## src/rtl/ahb_wait_slave.sv

```systemverilog
// ahb_wait_slave
//   AHB slave front-end for a synchronous single-port SRAM. Accepts pipelined
//   address/data-phase transfers, stretches every data phase by WAIT_STATES
//   cycles and answers out-of-range addresses with a two-cycle ERROR response.
//
//   Optional feature macro: AHB_SLV_ALIGN_CHECK_EN
//     defined   : misaligned in-range word/half transfers get an ERROR response
//     undefined : HAddress[1:0] ignored, access goes to word HAddress>>2
//
// Ports
//   clk, rst      clock, synchronous active-high reset
//   HSel          slave select from the interconnect decoder
//   HAddress      address-phase byte address
//   HTrans        00 IDLE, 01 BUSY, 10 NONSEQ, 11 SEQ
//   HWrite        1 = write transfer
//   HSize         000 byte, 001 half, 010 word
//   HWrite_data   write data, valid during the data phase
//   HReady_in     global HREADY; address phase sampled only when high
//   HRead_data    read data to the bus
//   HReady        0 = extend data phase
//   HResp         00 OKAY, 01 ERROR
//   MAddress      SRAM word index
//   MWrite_data   SRAM write data
//   Mwrite        SRAM write enable (only with Menable)
//   Menable       SRAM chip enable, one pulse per transfer
//   MRead_data    SRAM read data, valid one cycle after Menable
module ahb_wait_slave #(
  parameter int ADDR_W      = 32,
  parameter int DATA_W      = 32,
  parameter int MEM_BYTES   = 65536,
  parameter int WAIT_STATES = 1
) (
  input  logic              clk,
  input  logic              rst,
  input  logic              HSel,
  input  logic [ADDR_W-1:0] HAddress,
  input  logic [1:0]        HTrans,
  input  logic              HWrite,
  input  logic [2:0]        HSize,
  input  logic [DATA_W-1:0] HWrite_data,
  input  logic              HReady_in,
  output logic [DATA_W-1:0] HRead_data,
  output logic              HReady,
  output logic [1:0]        HResp,
  output logic [ADDR_W-1:0] MAddress,
  output logic [DATA_W-1:0] MWrite_data,
  output logic              Mwrite,
  output logic              Menable,
  input  logic [DATA_W-1:0] MRead_data
);

  typedef enum logic [1:0] {
    IDLE = 2'b00,
    DATA = 2'b01,
    ERR1 = 2'b10,
    ERR2 = 2'b11
  } state_t;

  localparam logic [1:0]        RESP_OKAY  = 2'b00;
  localparam logic [1:0]        RESP_ERROR = 2'b01;
  localparam logic [3:0]        WAIT_LOAD  = 4'(WAIT_STATES);
  // One extra bit so the limit itself is representable even when it equals 2**ADDR_W.
  localparam logic [ADDR_W:0]   ADDR_LIMIT = (ADDR_W+1)'(MEM_BYTES);

`ifdef AHB_SLV_ALIGN_CHECK_EN
  localparam bit ALIGN_CHECK = 1'b1;
`else
  localparam bit ALIGN_CHECK = 1'b0;
`endif

  state_t            state;
  logic [3:0]        wait_cnt;
  logic              hready_q;
  logic [1:0]        hresp_q;
  logic              rd_d1;      // high in the cycle after a read strobe
  logic [DATA_W-1:0] rdata_q;

  logic addr_phase;
  logic accept;
  logic out_of_range;
  logic misaligned;
  logic reject;

  always_comb begin
    // Cycles in which HReady is high double as the next address phase.
    addr_phase   = (state == IDLE) || (state == ERR2) ||
                   ((state == DATA) && (wait_cnt == '0));
    accept       = HSel && HReady_in && ((HTrans == 2'b10) || (HTrans == 2'b11));
    out_of_range = ({1'b0, HAddress} >= ADDR_LIMIT);
    misaligned   = ((HSize == 3'b010) && (HAddress[1:0] != 2'b00)) ||
                   ((HSize == 3'b001) && HAddress[0]);
    reject       = out_of_range || (ALIGN_CHECK && misaligned);
  end

  always_ff @(posedge clk) begin
    if (rst) begin
      state    <= IDLE;
      wait_cnt <= '0;
      hready_q <= 1'b1;
      hresp_q  <= RESP_OKAY;
      MAddress <= '0;
      Mwrite   <= 1'b0;
      Menable  <= 1'b0;
      rd_d1    <= 1'b0;
      rdata_q  <= '0;
    end else begin
      Menable <= 1'b0;
      Mwrite  <= 1'b0;
      rd_d1   <= Menable && !Mwrite;
      if (rd_d1) begin
        rdata_q <= MRead_data;
      end

      if (addr_phase) begin
        if (accept && !reject) begin
          state    <= DATA;
          wait_cnt <= WAIT_LOAD;
          hready_q <= 1'b0;
          hresp_q  <= RESP_OKAY;
          MAddress <= HAddress >> 2;
          Mwrite   <= HWrite;
          Menable  <= 1'b1;
        end else if (accept) begin
          state    <= ERR1;
          hready_q <= 1'b0;
          hresp_q  <= RESP_ERROR;
        end else begin
          state    <= IDLE;
          hready_q <= 1'b1;
          hresp_q  <= RESP_OKAY;
        end
      end else begin
        case (state)
          DATA: begin
            wait_cnt <= wait_cnt - 4'd1;
            hready_q <= (wait_cnt == 4'd1);
            hresp_q  <= RESP_OKAY;
          end
          ERR1: begin
            state    <= ERR2;
            hready_q <= 1'b1;
            hresp_q  <= RESP_ERROR;
          end
          default: begin
            state    <= IDLE;
            hready_q <= 1'b1;
            hresp_q  <= RESP_OKAY;
          end
        endcase
      end
    end
  end

  assign HReady      = hready_q;
  assign HResp       = hresp_q;
  // D1 passes the SRAM output straight through; later cycles use the captured copy.
  assign HRead_data  = rd_d1 ? MRead_data : rdata_q;
  assign MWrite_data = (Menable && Mwrite) ? HWrite_data : '0;

endmodule

```

## config.mk

```make
export PLATFORM = sky130hd
export DESIGN_NAME = ahb_wait_slave
export DESIGN_NICKNAME = d
export VERILOG_FILES = /design/src/rtl/ahb_wait_slave.sv
export SDC_FILE = /design/constraint.sdc
export NUM_CORES = 1
export LEC_CHECK = 0
export ABC_AREA = 1
export BUFFER_PORTS_ARGS = -buffer_cell sky130_fd_sc_hd__clkbuf_2
export CORE_ASPECT_RATIO = 1.4
export CORE_MARGIN = 1
export CORE_UTILIZATION = 35
export DETAILED_ROUTE_END_ITERATION = 10
export HOLD_SLACK_MARGIN = 0.12
export PLACE_DENSITY = 0.74
export REMOVE_ABC_BUFFERS = 1
export SLEW_MARGIN = 15
export SYNTH_ARGS = -nofsm -noshare
export SYNTH_HDL_FRONTEND = slang
export SYNTH_SLANG_ARGS = --single-unit
```

## constraint.sdc

```tcl
create_clock -name clk -period 1.9 [get_ports clk]
set_clock_uncertainty 0.2 [all_clocks]
set_input_delay 0.095 -clock clk [delete_from_list [all_inputs] [get_ports clk]]
set_output_delay 0.095 -clock clk [all_outputs]
set_load 0.05 [all_outputs]
```

# [Word-level counts from Yosys, hierarchy flattened]
# Index checks and enable logic that the tools add are counted.
[op_classes] n_addsub=1 magnitude_cmp=1 eq_ne=8 muxes=18 n_bitwise=2 reduce_logical=18
[ops] cell="32-bit two-way mux" n=2
[ops] cell="32-bit by 17-bit >= comparator with 1-bit output (second input constant)" n=1
[ops] cell="4-bit two-way mux" n=3
[ops] cell="2-bit equality test (second input constant)" n=4
[ops] cell="1-bit two-way mux" n=8
[ops] cell="2-bit two-way mux" n=4
[ops] cell="1-bit logical AND" n=6
[ops] cell="4-bit by 1-bit equality test with 1-bit output (second input constant)" n=1
[ops] cell="4-bit logical NOT" n=1
[ops] cell="2-bit case mux with 2 select lines" n=1
[ops] cell="2-bit AND reduction" n=2
[ops] cell="4-bit by 1-bit subtractor with 4-bit output (second input constant)" n=1
[ops] cell="1-bit logical OR" n=3
[ops] cell="3-bit OR reduction" n=1
[ops] cell="2-bit by 1-bit equality test with 1-bit output (second input constant)" n=1
[ops] cell="1-bit logical NOT" n=2
[ops] cell="2-bit logical NOT" n=1
[ops] cell="2-bit by 1-bit != test with 1-bit output (second input constant)" n=1
[ops] cell="2-bit != test (second input constant)" n=1
[ops] cell="1-bit NOT" n=2
[ops] cell="2-bit nonzero test" n=1
[ops] cell="2-bit OR reduction" n=1
[totals] ff_bits=74 input_bits=106 output_inout_bits=101 word_cells=57

# [Longest topological paths before layout]
# Gate-level depths: netlist (run 1).
[depth] ltp_word=6 ltp_mapped=13 ltp_nobuf=13

# [Worst setup path before layout (run 1)]
# No wires, ideal clock.
[synth_timing] kind="register to output" from="register Menable" to="output MWrite_data[10]" t_arrival_ns=1.716 path_slack_ns=-0.111 path_stages_with_launch=4 cell_sequence="dfxtp_1 nand2_1 clkbuf_1 nor2_1"
[synth_between] elab_chain_cells=2
[synth_rtl] item="start: declaration" line="48" text="output logic Menable,"
[synth_rtl] item="start signal: assignment" line="103" text="Menable <= 1'b0;"
[synth_rtl] item="start signal: assignment" line="107" text="Menable <= 1'b0;"
[synth_rtl] item="start signal: assignment" line="122" text="Menable <= 1'b1;"
[synth_rtl] item="1-bit logical AND" line="158" text="assign MWrite_data = (Menable && Mwrite) ? HWrite_data : '0;"
[synth_rtl] item="32-bit two-way mux" line="158"
[synth_rtl] item="end: declaration" line="46" text="output logic [DATA_W-1:0] MWrite_data,"
# No other way between the ends.

# [Final worst setup path (run 1)]
[layout_timing] from="input rst" to="register rdata_q[0]"
[layout_lines] item="start: declaration" line="34" text="input logic rst,"
[layout_lines] item="end signal: assignment" line="111" text="rdata_q <= MRead_data;"
[layout_lines] item="end: declaration" line="76" text="logic [DATA_W-1:0] rdata_q;"
# No word-level cell between the ends.

==> parameters.txt, run 1 <==
Parameter                              Value

Run status
  Outcome ... complete, no violations

GRT
  First-pass GRT wire length ... 16.2 mm
  Global-route total usage across every layer ... 0.227
  Overflow left after global routing ... 0
  Pin count of the biggest net entering global routing ... 36
  Via count of the first global-routing pass ... 3763
  Number of antenna violations at the first check in global routing ... 0

Worst setup path
  Delay-heaviest family, CP ... buffers and inverters
  Worst R2R End ... rdata_q[0]
  Critical path's largest stage delay ... 0.59 ns
  Path length in cells of the critical path ... 5
  Worst-case register-to-register setup slack ... 0.12 ns
  CP cell instances ... dlygate4sd3_1 -> clkbuf_2 -> buf_4 -> a21oi_1 -> dlygate4sd3_1
  Crit path DAT ... 1.79 ns
  Worst Path Class, Setup ... in2reg
  CP Capture Type ... register
  Largest driver fanout on the critical path ... 35
  Worst Reg2Reg Path Length in Cells ... 5
  Most used cell along the critical path ... sky130_fd_sc_hd__dlygate4sd3_1
  Crit. Startpoint ... rst
  Worst r2r src ... rd_d1
  Slowest CP cell ... sky130_fd_sc_hd__dlygate4sd3_1
  CP required ... 1.91 ns
  End of the critical path ... rdata_q[0]
  Critical path launch point type ... input port
  Number of buffer and inverter instances along the worst setup path ... 4

Run
  Max_cap viols ... 0

STA
  Max frequency ... 562 MHz
  Number of failing setup endpoints in the final timing report ... 0
  Transition at the pin with the smallest max-transition slack ... 0.655 ns
  Count of final hold-check violations ... 0
  Least setup slack across all paths after layout ... 0.121 ns
  Final period demand of the worst path ... 1.78 ns
  Final Cycle Share ... 0.936
  Pins over their slew limit ... 0
  Rel. slew slack ... 0.563
  Unrepaired setup endpoints after global routing ... false

Yosys
  Flip-flop and latch count after synthesis ... 73
  Mapped cell area ... 3150 um^2
  Most instantiated flip-flop cell in the synthesis netlist ... sky130_fd_sc_hd__dfxtp_1
  Per-instance average area after synthesis ... 6.84 um^2
  Gate count of the mapped netlist ... 461
  Share of flip-flops with an asynchronous set or reset ... 0
  Part of the Yosys area used for sequential elements ... 0.463
  Total number of yosys warnings ... 0
  Number of library cell types mapped by synthesis ... 26
  Number of flops mapped to enable cells by yosys ... 0

Cells and area
  Filler-free cell count of the finished design ... 849
  Fin area ... 5520 um^2
  Commonest non-fill, non-tap cells in the layout ... sky130_fd_sc_hd__clkbuf_2, sky130_fd_sc_hd__nand2_1, sky130_fd_sc_hd__dlygate4sd3_1
  Commonest non-fill, non-tap cell in the layout ... sky130_fd_sc_hd__clkbuf_2
  Area overhead of the layout relative to synthesis ... 74.9%
  Diode insertion count for antenna repair ... 0
  Final Net Count ... 850
  Share of final-layout standard cells stronger than drive strength 1 ... 0.320

Route
  Total met2 wirelength after detailed routing ... 5.37 mm
  DRC violations left ... 0
  M1 wire length ... 3.57 mm
  Violation count after the first detailed-route iteration ... 134
  Met3 routed WL ... 967 um
  Vias per Instance ... 4.51
  Overall routed net length ... 10.4 mm
  Vias ... 3832
  First-pass DRT Iterations ... 4
  Uppermost metal layer occupied by signal nets ... met4
  Average wire length per cell after detail routing ... 12.2 um
  Number of routed nets with antenna violations ... 0

Clocking
  Post-CTS clock slew at the launch and capture registers of the worst setup and hold paths ... 0.06 ns
  CTS Root Cell ... sky130_fd_sc_hd__clkbuf_16
  Maximum level of the CTS H-tree ... 3
  Clock sinks ... 73
  TritonCTS clock tree ... built
  TritonCTS buffer count ... 9
  Clock latency at the later pin of the worst-skew pair ... 0.33 ns
  Max clock buf depth ... 2
  Number of buffers inserted by post-CTS setup repair ... 0

Placement
  Worst setup timing slack at the placement stage ... 0.0811 ns
  Routability congestion estimate from global placement ... 0.781
  Sum of net half-perimeters after detailed placement ... 6.31 mm
  Total of buffers placed on input and output ports ... 197
  Placed cells ... 749
  Cell area after placement ... 4300 um^2

Power
  VDD IR max ... 0.605 mV
  Total power divided by cell area ... 667 nW/um^2
  Static leakage ... 3.15 nW

Floorplanning
  Top Ports ... 207
  Die Footprint ... 9400 um^2
  Die H ... 114 um
  Number of rows created at floorplan ... 40
  Core Region ... 8660 um^2
  Die W ... 82.2 um
  Starting utilization of the core area ... 0.364

Worst hold path
  Worst min-delay path class ... in2reg
[stage by stage]
step                utilization  setup TNS (ns)  total power [W]  hold slack, ns
floorplan                     -          -18.71          0.00163         -0.0359
global placement          0.497               0          0.00175          0.0824
detailed placement        0.497               0          0.00175          0.0866
CTS                       0.632               0          0.00372           0.121
global route              0.637               0          0.00382           0.203
finish                    0.637               0          0.00368           0.159
[power breakdown]
part | internal (W) | switching [W] | total, W
Sequential | 0.00153 | 0.000000745 | 0.00153
Combinational | 0.000164 | 0.000120 | 0.000284
Clock | 0.00120 | 0.000660 | 0.00186
Total | 0.00290 | 0.000781 | 0.00368
[cell families after synthesis]
kind of cell	share of synthesized area
AND/OR/NAND/NOR	0.321
AO/OA/AOI/OAI	0.0611
XOR/XNOR	0.00556
flip-flops	0.463
adder cells (fa/ha/maj)	0.0198
other	0.00119
buffers and inverters	0.128
[final cells by class]
cell class / instances / area (um^2)
fillers: 677 / 3140
repair buffers: 286 / 1970
flip-flops and latches: 73 / 1460
multi-input cells: 294 / 1330
inverters: 74 / 283
clock buffers: 10 / 239
well taps: 105 / 131
clock inverters: 6 / 95.1
repair inverters: 1 / 6.26
[worst register-to-register path, delay by kind of cell (launching register included)]
family / cells / cell delay, ns
buffers and inverters: 3 / 0.89
AO/OA/AOI/OAI: 1 / 0.18
flip-flops: 1 / 0.32
AND/OR/NAND/NOR: 1 / 0.13
[metal layers]
| layer | global-route usage | vias to the layer above |
|---|---|---|
| li1 | - | 1922 |
| met1 | 0.207 | 1675 |
| met2 | 0.421 | 194 |
| met3 | 0.0677 | 41 |
| met4 | 0.143 | 0 |
| met5 | 0 | - |
[Yosys cell counts (2+ instances only)]
cell type                  instances  area (um^2)
sky130_fd_sc_hd__nand2_1         144          541
sky130_fd_sc_hd__dfxtp_1          73         1460
sky130_fd_sc_hd__inv_1            69          259
sky130_fd_sc_hd__nor2_1           69          259
sky130_fd_sc_hd__a21oi_1          35          175
sky130_fd_sc_hd__nand3_1          20          100
sky130_fd_sc_hd__clkbuf_1         13         48.8
sky130_fd_sc_hd__ha_1              5         62.6
sky130_fd_sc_hd__nand2_4           5         56.3
sky130_fd_sc_hd__buf_4             4         30.0
sky130_fd_sc_hd__nand2_2           4         25.0
sky130_fd_sc_hd__inv_2             3         11.3
sky130_fd_sc_hd__buf_2             2         10.0
sky130_fd_sc_hd__o21ai_0           2         10.0
sky130_fd_sc_hd__xnor2_1           2         17.5
[worst min-delay path by stage]
stage	depth (start not counted)	end	startpoint
detailed placement	3	MAddress[10]	HAddress[12]
finish	8	Mwrite	HAddress[19]
CTS	8	Mwrite	HAddress[19]
global placement	3	MAddress[7]	HAddress[9]
global route	8	Mwrite	HAddress[19]
floorplan	1	HResp[0]	rst
[state kept, by name, summed over array words and instances (netlist names)]
name / count
wait_cnt: 4
state: 2
HReady: 1
Menable: 1
rd_d1: 1
Mwrite: 1
rdata_q: 32
HResp: 1
MAddress: 30
[timing repair]
action / CTS / global route
hold endpoints to repair: 53 / 0
endpoints found under the setup margin: 0 / 51
hold buffers: 83 / 0
resized for setup: 0 / 12
Power figures use the tool's default switching activity.
==> inputs of run 2 (changes only) <==
--- a/config.mk
+++ b/config.mk
@@ -5,14 +5,13 @@
 export SDC_FILE = /design/constraint.sdc
 export NUM_CORES = 1
 export LEC_CHECK = 0
-export ABC_AREA = 1
 export BUFFER_PORTS_ARGS = -buffer_cell sky130_fd_sc_hd__clkbuf_2
 export CORE_ASPECT_RATIO = 1.4
 export CORE_MARGIN = 1
-export CORE_UTILIZATION = 35
+export CORE_UTILIZATION = 42
 export DETAILED_ROUTE_END_ITERATION = 10
 export HOLD_SLACK_MARGIN = 0.12
-export PLACE_DENSITY = 0.74
+export PLACE_DENSITY = 0.85
 export REMOVE_ABC_BUFFERS = 1
 export SLEW_MARGIN = 15
 export SYNTH_ARGS = -nofsm -noshare
==> run 2 against run 1 <==
Against the previous run:
- the flow now finishes with violations (setup timing)
- sequential power hardly changed
- critical path type is now reg2reg
- largest power group is now sequential cells
- synthesized area is 0.91% lower
- global-route usage is 3.2 points higher
- largest cell class unchanged
- sequential share of layout area is 1.8 points higher
==> parameters.txt, run 2 <==
Parameter                              Value

Power
  Final total power ... 0.00309 W (-16%)
  VDD IR max ... 0.469 mV (-23%)
  Total power divided by cell area ... 597 nW/um^2 (-11%)
  Static leakage ... 2.60 nW (-17%)

Worst setup path
  Worst r2r src ... state[1]
  Worst Path Class, Setup ... reg2reg
  Crit path DAT ... 1.98 ns (+0.19 ns)
  Critical path's largest stage delay ... 0.35 ns (-0.24 ns)
  CP required ... 1.95 ns (+0.04 ns)
  Crit. Startpoint ... state[1]
  Delay-heaviest family, CP ... simple AND/OR/NAND/NOR gates
  Slowest CP cell ... sky130_fd_sc_hd__dfxtp_2
  Largest driver fanout on the critical path ... 5 (-86%)
  Critical path launch point type ... register
  CP Capture Type ... register
  Number of buffer and inverter instances along the worst setup path ... 2 (-2)
  CP cell instances ... inv_2 -> ha_4 -> and4bb_2 -> o2111ai_4 -> or2_4 -> buf_6 -> a31oi_1

Clocking
  Maximum level of the CTS H-tree ... 3 (unchanged)
  Clock latency at the later pin of the worst-skew pair ... 0.34 ns (about the same)
  Post-CTS clock slew at the launch and capture registers of the worst setup and hold paths ... 0.08 ns (+0.02 ns)
  TritonCTS buffer count ... 9 (unchanged)
  Clock sinks ... 73 (unchanged)
  Max clock buf depth ... 2 (unchanged)
  TritonCTS clock tree ... built
  CTS Root Cell ... sky130_fd_sc_hd__clkbuf_8

Yosys
  Mapped cell area ... 3120 um^2 (-0.91%)
  Commonest cells in the synthesized netlist ... sky130_fd_sc_hd__dfxtp_1, sky130_fd_sc_hd__nor2b_1, sky130_fd_sc_hd__and3_1, sky130_fd_sc_hd__mux2_2, sky130_fd_sc_hd__clkbuf_1
  Gate count of the mapped netlist ... 316 (-31%)
  Leading area contributor after synthesis ... sky130_fd_sc_hd__dfxtp_1
  Flip-flop and latch count after synthesis ... 73 (unchanged)
  Most frequently used cell type in the post-synthesis netlist ... sky130_fd_sc_hd__dfxtp_1
  Synth area leaders ... sky130_fd_sc_hd__dfxtp_1, sky130_fd_sc_hd__nor2b_1, sky130_fd_sc_hd__mux2_2
  Number of library cell types mapped by synthesis ... 39 (+50%)
  Total number of yosys warnings ... 0 (unchanged)
  Share of the synthesized area in the top cell type ... 0.468 (+0.00427)
  Most instantiated flip-flop cell in the synthesis netlist ... sky130_fd_sc_hd__dfxtp_1
  Number of flops mapped to enable cells by yosys ... 0 (unchanged)
  Part of the Yosys area used for sequential elements ... 0.468 (+0.00427)
  Per-instance average area after synthesis ... 9.89 um^2 (+45%)
  Share of flip-flops with an asynchronous set or reset ... 0 (unchanged)

Placement
  Placed cells ... 601 (-20%)
  Cell area after placement ... 4270 um^2 (-0.84%)
  Routability congestion estimate from global placement ... 0.861 (+10%)
  Total of buffers placed on input and output ports ... 197 (unchanged)
  Sum of net half-perimeters after detailed placement ... 6.41 mm (+1.5%)

Run
  Max_cap viols ... 0 (unchanged)

GRT
  Pin count of the biggest net entering global routing ... 89 (+150%)
  Via count of the first global-routing pass ... 3130 (-17%)
  Number of antenna violations at the first check in global routing ... 0 (unchanged)
  Overflow left after global routing ... 0 (unchanged)
  Global-route total usage across every layer ... 0.259 (+0.0317)
  First-pass GRT wire length ... 15.2 mm (-6.0%)

STA
  Final period demand of the worst path ... 1.93 ns (+0.155 ns)
  Unrepaired setup endpoints after global routing ... true
  Count of final hold-check violations ... 0 (unchanged)
  Pins over their slew limit ... 0 (unchanged)
  Max frequency ... 517 MHz (-8.0%)
  Number of failing setup endpoints in the final timing report ... 1 (+1)
  Final Cycle Share ... 1.02 (+0.0815)
  Least setup slack across all paths after layout ... -0.0335 ns (-0.155 ns)

Floorplanning
  Top Ports ... 207 (unchanged)
  Die Footprint ... 7790 um^2 (-17%)
  Die H ... 104 um (-9.0%)
  Starting utilization of the core area ... 0.442 (+0.0776)
  Core Region ... 7070 um^2 (-18%)
  Number of rows created at floorplan ... 36 (-10%)
  Die W ... 74.9 um (-8.9%)

Run status
  Failing checks ... setup timing
  Outcome ... complete, but fails checks

Cells and area
  Area overhead of the layout relative to synthesis ... 65.8%
  Share of final-layout standard cells stronger than drive strength 1 ... 0.493 (+0.173)
  Commonest non-fill, non-tap cell in the layout ... sky130_fd_sc_hd__clkbuf_2
  Registers with the most flip-flops ... rdata_q: 32 flops, MAddress: 30 flops, wait_cnt: 4 flops
  Number of flip-flops under the largest register name ... 32 (unchanged)
  Commonest non-fill, non-tap cells in the layout ... sky130_fd_sc_hd__clkbuf_2, sky130_fd_sc_hd__dfxtp_1, sky130_fd_sc_hd__dlygate4sd3_1
  Fin area ... 5180 um^2 (-6.1%)
  Most flop-heavy register ... rdata_q
  Filler-free cell count of the finished design ... 673 (-21%)
  Number of filler instances in the final layout ... 493 (-27%)
  Total area of sequential cells ... 1470 um^2 (+0.34%)
  Final core utilization ... 0.733 (+0.0957)
  Area of combinational cells with multiple inputs ... 1630 um^2 (+22%)
  Diode insertion count for antenna repair ... 0 (unchanged)
  Final Net Count ... 684 (-20%)

Route
  Average wire length per cell after detail routing ... 16.0 um (+31%)
  Number of routed nets with antenna violations ... 0 (unchanged)
  First-pass DRT Iterations ... 4 (unchanged)
  Violation count after the first detailed-route iteration ... 113 (-16%)
  Vias ... 3282 (-14%)
  Vias per Instance ... 4.88 (+8.0%)
  DRC violations left ... 0 (unchanged)
  Overall routed net length ... 10.7 mm (+3.6%)

Worst hold path
  Start point of the worst min-delay path ... HAddress[23]
  Worst min-delay path class ... in2reg
[run 2: changes by cell type in the layout (fill, tap and decap cells not counted), moves of 26 or more]
| cell | delta |
|---|---|
| sky130_fd_sc_hd__nand2_1 | -143 |
| sky130_fd_sc_hd__mux2_2 | +26 |
| sky130_fd_sc_hd__nor2b_1 | +46 |
| sky130_fd_sc_hd__a21oi_1 | -34 |
| sky130_fd_sc_hd__nor2_1 | -61 |
| sky130_fd_sc_hd__inv_1 | -68 |
| sky130_fd_sc_hd__and3_1 | +32 |
| sky130_fd_sc_hd__dlygate4sd3_1 | -31 |
[run 2: cell families after synthesis]
family,share of synthesized area
simple gates,0.272
other cells,0.00120
mux,0.115
xor+xnor,0.00561
flops,0.468
buf+inv,0.0460
fa+ha+maj,0.0200
compound gates,0.0721
[run 2: layout make-up]
class,instances,area share
sequential,73,0.283
timing repair buffer,271,0.335
clock buffer,13,0.0326
inverter,4,0.00290
clock inverter,3,0.00918
multi-input combinational,214,0.314
tap,95,0.0229
[run 2: worst register-to-register path, cell delays in order (launching register included)]
cell and delay (ns):
sky130_fd_sc_hd__dfxtp_2 0.35, sky130_fd_sc_hd__inv_2 0.07, sky130_fd_sc_hd__ha_4 0.13, sky130_fd_sc_hd__and4bb_2 0.28, sky130_fd_sc_hd__o2111ai_4 0.18, sky130_fd_sc_hd__or2_4 0.30
sky130_fd_sc_hd__buf_6 0.14, sky130_fd_sc_hd__a31oi_1 0.20
[run 2: power breakdown]
part / internal [W] / switching, W / total [W]
sequential: 0.00153 / 0.00000126 / 0.00153
clock: 0.000720 / 0.000566 / 0.00129
combinational: 0.000163 / 0.000111 / 0.000274
total: 0.00241 / 0.000678 / 0.00309
[run 2: worst paths after layout]
| check | to | slack, ns | depth (start not counted) |
|---|---|---|---|
| max | wait_cnt[0] | -0.03 | 7 |
| min | state[0] | 0.22 | 5 |
| max reg2reg | wait_cnt[0] | -0.03 | 7 |
| min reg2reg | MAddress[20] | 0.28 | 1 |
[run 2: metal layers]
layer  share of wire  vias up  global-route usage
li1                -     1594                   -
met1            0.35     1515               0.241
met2            0.54      147               0.477
met3           0.067       26              0.0804
met4           0.036        0               0.136
met5               0        -                   0
[run 2: timing repair]
item,in CTS,in global routing
buffers inserted,0,3
hold endpoints to repair,71,0
hold buffers,52,0
gates cloned,0,1
setup endpoints to repair,19,71
pin swaps,0,6
resized for setup,3,29
[run 2: stage by stage]
stage | setup slack, ns | setup TNS [ns] | hold slack (ns)
3_3_place_gp | -0.0777 | -0.556 | 0.135
5_1_grt | -0.0785 | -0.161 | 0.227
4_1_cts | 0.00822 | 0 | 0.149
6_report | -0.0335 | -0.0335 | 0.219
2_1_floorplan | -0.241 | -8.71 | -0.0343
3_5_place_dp | -0.151 | -1.99 | 0.140
